### config.mk
export PLATFORM = sky130hd
export DESIGN_NAME = rf_wb_arbiter
export DESIGN_NICKNAME = d
export VERILOG_FILES = /design/src/rtl/rf_wb_arbiter.sv
export SDC_FILE = /design/constraint.sdc
export NUM_CORES = 1
export LEC_CHECK = 0
export ABC_AREA = 0
export CAP_MARGIN = 10
export CORE_MARGIN = 2
export CORE_UTILIZATION = 50
export DETAILED_ROUTE_END_ITERATION = 6
export PLACE_DENSITY = 0.85
export SYNTH_ARGS = -nofsm -noshare
export SYNTH_HDL_FRONTEND = slang
export SYNTH_SLANG_ARGS = --single-unit
### constraint.sdc
create_clock -name clk -period 3.8 [get_ports clk]
set_input_delay 1.14 -clock clk [delete_from_list [all_inputs] [get_ports clk]]
set_output_delay 1.14 -clock clk [all_outputs]
set_load 0.05 [all_outputs]
### src/rtl/rf_wb_arbiter.sv
// Register-file write-port arbiter: W stage, buffered load returns, R0 init.
// Loads wait in a small FIFO; W always wins and kills older same-dst loads.
module rf_wb_arbiter #(
    parameter int REG_WIDTH     = 8,
    parameter int REG_PTR_WIDTH = 4,
    parameter int DEPTH         = 2,
    parameter int STARVE_LIMIT  = 4
) (
    input  logic                     clk,
    input  logic                     reset_n,
    input  logic                     wb_valid,
    input  logic [REG_PTR_WIDTH-1:0] wb_dst,
    input  logic [REG_WIDTH-1:0]     wb_data,
    input  logic                     ld_valid,
    output logic                     ld_ready,
    input  logic [REG_PTR_WIDTH-1:0] ld_dst,
    input  logic [REG_WIDTH-1:0]     ld_data,
    input  logic                     init_valid,
    output logic                     init_ready,
    input  logic [REG_WIDTH-1:0]     init_data,
    output logic                     rf_we,
    output logic [REG_PTR_WIDTH-1:0] rf_dst,
    output logic [REG_WIDTH-1:0]     rf_data,
    output logic                     stall_req,
    output logic                     busy
);

    localparam int PW = $clog2(DEPTH);
    localparam int CW = $clog2(DEPTH + 1);
    localparam int AW = $clog2(STARVE_LIMIT + 1);
    localparam logic [CW-1:0] DEPTH_C = CW'(DEPTH);
    localparam logic [AW-1:0] LIMIT_C = AW'(STARVE_LIMIT);

    logic [REG_PTR_WIDTH-1:0] dst_q  [DEPTH];
    logic [REG_WIDTH-1:0]     data_q [DEPTH];
    logic [DEPTH-1:0]         vld_q, vld_d;
    logic [PW-1:0]            wr_ptr_q, wr_ptr_d;
    logic [PW-1:0]            rd_ptr_q, rd_ptr_d;
    logic [CW-1:0]            count_q, count_d;
    logic [AW-1:0]            age_q, age_d;

    logic empty;
    logic head_vld;
    logic push;
    logic pop;

    assign empty    = (count_q == '0);
    assign head_vld = !empty && vld_q[rd_ptr_q];
    assign ld_ready = reset_n && (count_q < DEPTH_C);
    assign push     = ld_valid && ld_ready;
    // The head leaves whenever W is idle: written if valid, dropped if killed.
    assign pop      = reset_n && !empty && !wb_valid;

    assign busy      = !empty;
    assign stall_req = reset_n && !empty && (age_q == LIMIT_C);

    // Fixed-priority grant of the single write port: W, FIFO head, R0 init.
    always_comb begin
        rf_we      = 1'b0;
        rf_dst     = '0;
        rf_data    = '0;
        init_ready = 1'b0;
        if (reset_n) begin
            if (wb_valid) begin
                rf_we   = 1'b1;
                rf_dst  = wb_dst;
                rf_data = wb_data;
            end else if (head_vld) begin
                rf_we   = 1'b1;
                rf_dst  = dst_q[rd_ptr_q];
                rf_data = data_q[rd_ptr_q];
            end else if (empty && init_valid) begin
                rf_we      = 1'b1;
                init_ready = 1'b1;
            end
            if (init_ready) begin
                rf_dst  = '0;
                rf_data = init_data;
            end
        end
    end

    // Next-state for valid bits, pointers, occupancy and head age.
    always_comb begin
        vld_d = vld_q;
        for (int i = 0; i < DEPTH; i++) begin
            if (wb_valid && (dst_q[i] == wb_dst)) begin
                vld_d[i] = 1'b0;
            end
        end
        if (pop) begin
            vld_d[rd_ptr_q] = 1'b0;
        end
        if (push) begin
            vld_d[wr_ptr_q] = !(wb_valid && (ld_dst == wb_dst));
        end

        wr_ptr_d = push ? wr_ptr_q + 1'b1 : wr_ptr_q;
        rd_ptr_d = pop ? rd_ptr_q + 1'b1 : rd_ptr_q;

        count_d = count_q;
        if (push && !pop) begin
            count_d = count_q + 1'b1;
        end else if (pop && !push) begin
            count_d = count_q - 1'b1;
        end

        age_d = age_q;
        if (empty || pop) begin
            age_d = '0;
        end else if (age_q != LIMIT_C) begin
            age_d = age_q + 1'b1;
        end
    end

    // Control state with synchronous active-low reset.
    always_ff @(posedge clk) begin
        if (!reset_n) begin
            vld_q    <= '0;
            wr_ptr_q <= '0;
            rd_ptr_q <= '0;
            count_q  <= '0;
            age_q    <= '0;
        end else begin
            vld_q    <= vld_d;
            wr_ptr_q <= wr_ptr_d;
            rd_ptr_q <= rd_ptr_d;
            count_q  <= count_d;
            age_q    <= age_d;
        end
    end

    // Payload storage; only written on an accepted load.
    always_ff @(posedge clk) begin
        if (push) begin
            dst_q[wr_ptr_q]  <= ld_dst;
            data_q[wr_ptr_q] <= ld_data;
        end
    end

endmodule
==> implementation parameters <==
Parameter                              Value

Detailed routing
  Number of search-and-repair iterations in the first detailed-routing pass    7
  Average via count per standard cell    5.59
  Average routed wire per standard cell    16.8 um
  Number of vias after detailed routing    1460
  Starting DRT DRC Count    114
  Detailed-route DRC error count    2
  Routed wire length    4.39 mm
  Count of nets left with antenna violations after detail routing    0

Global routing
  Met3 routing resource usage after global routing    6.43%
  Antenna violations before repair    0
  Number of global-route vias before repair    1535
  Largest net degree at the start of global routing    20
  Total global routing overflow    0
  Overall global routing resource usage    22.2%
  GR met1 Demand/Resource    23.4%
  Most heavily used metal layer in global routing    met2
  Global-route wire length before repair    6.79 mm
  Met2 layer usage reported by global route    41.8%

Timing
  Slew margin rel.    58.7%
  Summed negative setup slack over all endpoints    0 ps
  Highest achievable clock rate    273 MHz
  Slew of the pin with the lowest slew margin    619 ps
  Worst setup slack after layout    131 ps
  Setup Viol. Count Final    0
  Setup repair after global routing missed its margin    false
  Slew Limit Fails    0
  Hold_ws    500 ps
  Clock Skew    5.70 ps
  Part of the cycle the worst path needs    96.6%
  Minimum period implied by the final worst setup slack    3670 ps
  Hold Fails Final Rpt    0

Clocking
  Clock sink count    34
  Clock input transition at the sequential cells of the worst setup and hold paths    90 ps
  Setup fix buffers added after clock tree synthesis    0
  Clock tree from TritonCTS    built
  # H-tree levels    2
  Worst-Skew Late Latency    340 ps
  Number of buffers between clock root and the deepest sink    2
  Inserted Clock Buffers    5
  Clock tree root driver cell    clkbuf_4

Logic synthesis
  Simple-gate share of the synthesized area    15.2%
  Post-Synthesis Cells    154
  Mux cell area share after synthesis    6.94%
  Number of synthesis warnings    0
  Fraction of the mapped netlist area in compound gates    12.7%
  Main flop type after synthesis    edfxtp_1
  Combinational family with the most area after synthesis    simple AND/OR/NAND/NOR gates
  Synth area leader    edfxtp_1
  Sequential element share of the synthesized area    52.7%
  Adder-cell area share of the yosys netlist    2.15%
  EDFF count, synth    24
  Per-instance average area after synthesis    11.4 sq um
  Xor/xnor share of the synthesized area    6.01%
  Synth top area share    41.2%
  Post-synthesis cell area    1750 sq um
  Dominant cell by count in the synthesized netlist    edfxtp_1
  Ranking of synthesized cells by area    edfxtp_1 (41%), dfxtp_1 (11%), mux2_2 (5.8%)
  Synth Net Count    194
  Post-synth ARST share    0%
  Most used standard cells in the synthesized netlist    edfxtp_1 (24), dfxtp_1 (10), nand2_1 (10), nor2_1 (10)
  Post-synthesis cell type count    37
  Total of flip-flops plus latches after synthesis    34

Outcome
  Result of the run    complete, but fails checks
  Violated checks    DRC

Layout
  Post-layout net count    254
  Layout-stage area growth over the synthesis result    47.7%
  Cell Count, Final, Fillers Out    261
  Diode count    0
  Ratio of cells with drive above 1 in the final layout    19.5%

Placed design
  Number of cells in the design after placement    252
  Post-DP HPWL    3.26 mm
  Global placer's final weighted congestion    0.804
  Buffers added on ports    53
  Minimum setup slack after placement    28.0 ps

Die
  Die area    3980 sq um
  Boundary pin count    54
  Die height    63.1 um
  Site Rows    21
  Area of the placeable core    3340 sq um
  Horizontal die dimension    63.1 um
  Initial Util    52.4%

Hold path
  Worst Hold Class    reg2reg

Pwr
  Reported leakage power    0.938 nW
  Power per Cell Area    374 nW/um^2
  Maximum vdd drop    0.235 mV

Setup path
  Setup crit start kind    primary input
  Element type at the critical path end    output pin
  Critical path data arrival time    2530 ps
  Kind of critical path    in2out
  Critical Path Fanout Max    10
  WP data required    2660 ps

Job
  Reported max-cap violation count    0
repair_timing:
action                                  CTS  global route
resized for setup                         0             4
hold buffers                              0             0
endpoints found under the setup margin    0             8
critical path, cell delays in order:
cell and delay [ps]:
clkdlybuf4s50_1 420, nor3b_4 150, buf_4 180, nand2b_1 220, nor2_1 240, buf_12 170
sequential cells by signal (all words and copies together), names as in the netlist, named ones only:
register and count:
dst_q 8, wr_ptr_q 1, vld_q 2, data_q 16, rd_ptr_q 1, count_q 2, age_q 3
cell type report:
class	count	area [sq um]
Sequential cell	34	921
Multi-Input combinational cell	104	766
Timing Repair Buffer	59	742
Tap cell	46	57.6
Clock buffer	8	58.8
Inverter	10	37.5
Fill cell	219	754
power by group:
| group | internal, mW | switching [mW] |
|---|---|---|
| clock network | 0.0912 | 0.116 |
| registers | 0.422 | 0.0210 |
| logic | 0.150 | 0.165 |
cells in the final DEF (no fill, tap or decap), types with 2 or more instances in the layout:
master / netlist / layout
nand2b_1: 4 / 4
nor4_1: 2 / 2
xor2_1: 8 / 8
clkdlybuf4s50_1: 0 / 36
ha_1: 3 / 3
xnor2_1: 4 / 4
clkbuf_1: 2 / 2
a21boi_0: 4 / 4
nand3_1: 3 / 3
a21oi_1: 2 / 2
mux2i_1: 2 / 2
and2_1: 3 / 3
nor2_1: 10 / 10
nand2_1: 10 / 10
buf_4: 2 / 5
a22oi_1: 5 / 5
clkbuf_4: 0 / 5
or3_1: 2 / 2
buf_12: 0 / 16
o21ai_0: 5 / 5
inv_1: 9 / 9
a222oi_1: 8 / 8
edfxtp_1: 24 / 24
mux2_2: 9 / 9
dfxtp_1: 10 / 10
nor2b_1: 8 / 8
path summary, 6_finish.rpt:
path         cells after the start  slack [ps]        from    endpoint
max reg2reg                      6        1970  count_q[1]  count_q[1]
min reg2reg                      2         500    wr_ptr_q    wr_ptr_q
max                              6         130  init_valid   rf_dst[2]
min                              2         500    wr_ptr_q    wr_ptr_q
kinds of logic (layout without fill, tap and decap cells):
logic type,after synthesis,in the layout
xor+xnor,12,12
mux,11,11
compound gates,29,29
buf+inv,16,77
flops,34,34
fa+ha+maj,3,3
simple gates,49,49
layer usage:
metal / routed length, um / up-vias
met5: 0 / -
met4: 74 / 0
met3: 306 / 10
met2: 2340 / 56
met1: 1670 / 707
li1: - / 687
through the flow:
stage	power, mW	util, %	instance area, sq um
3_3_place_gp	0.745	74.8	2490
3_5_place_dp	0.758	74.8	2490
6_report	0.965	77.4	2580
4_1_cts	0.962	76.5	2550
5_1_grt	1.00	77.4	2580
2_1_floorplan	0.616	-	1750
No activity file was read; power rests on OpenSTA's default activity.
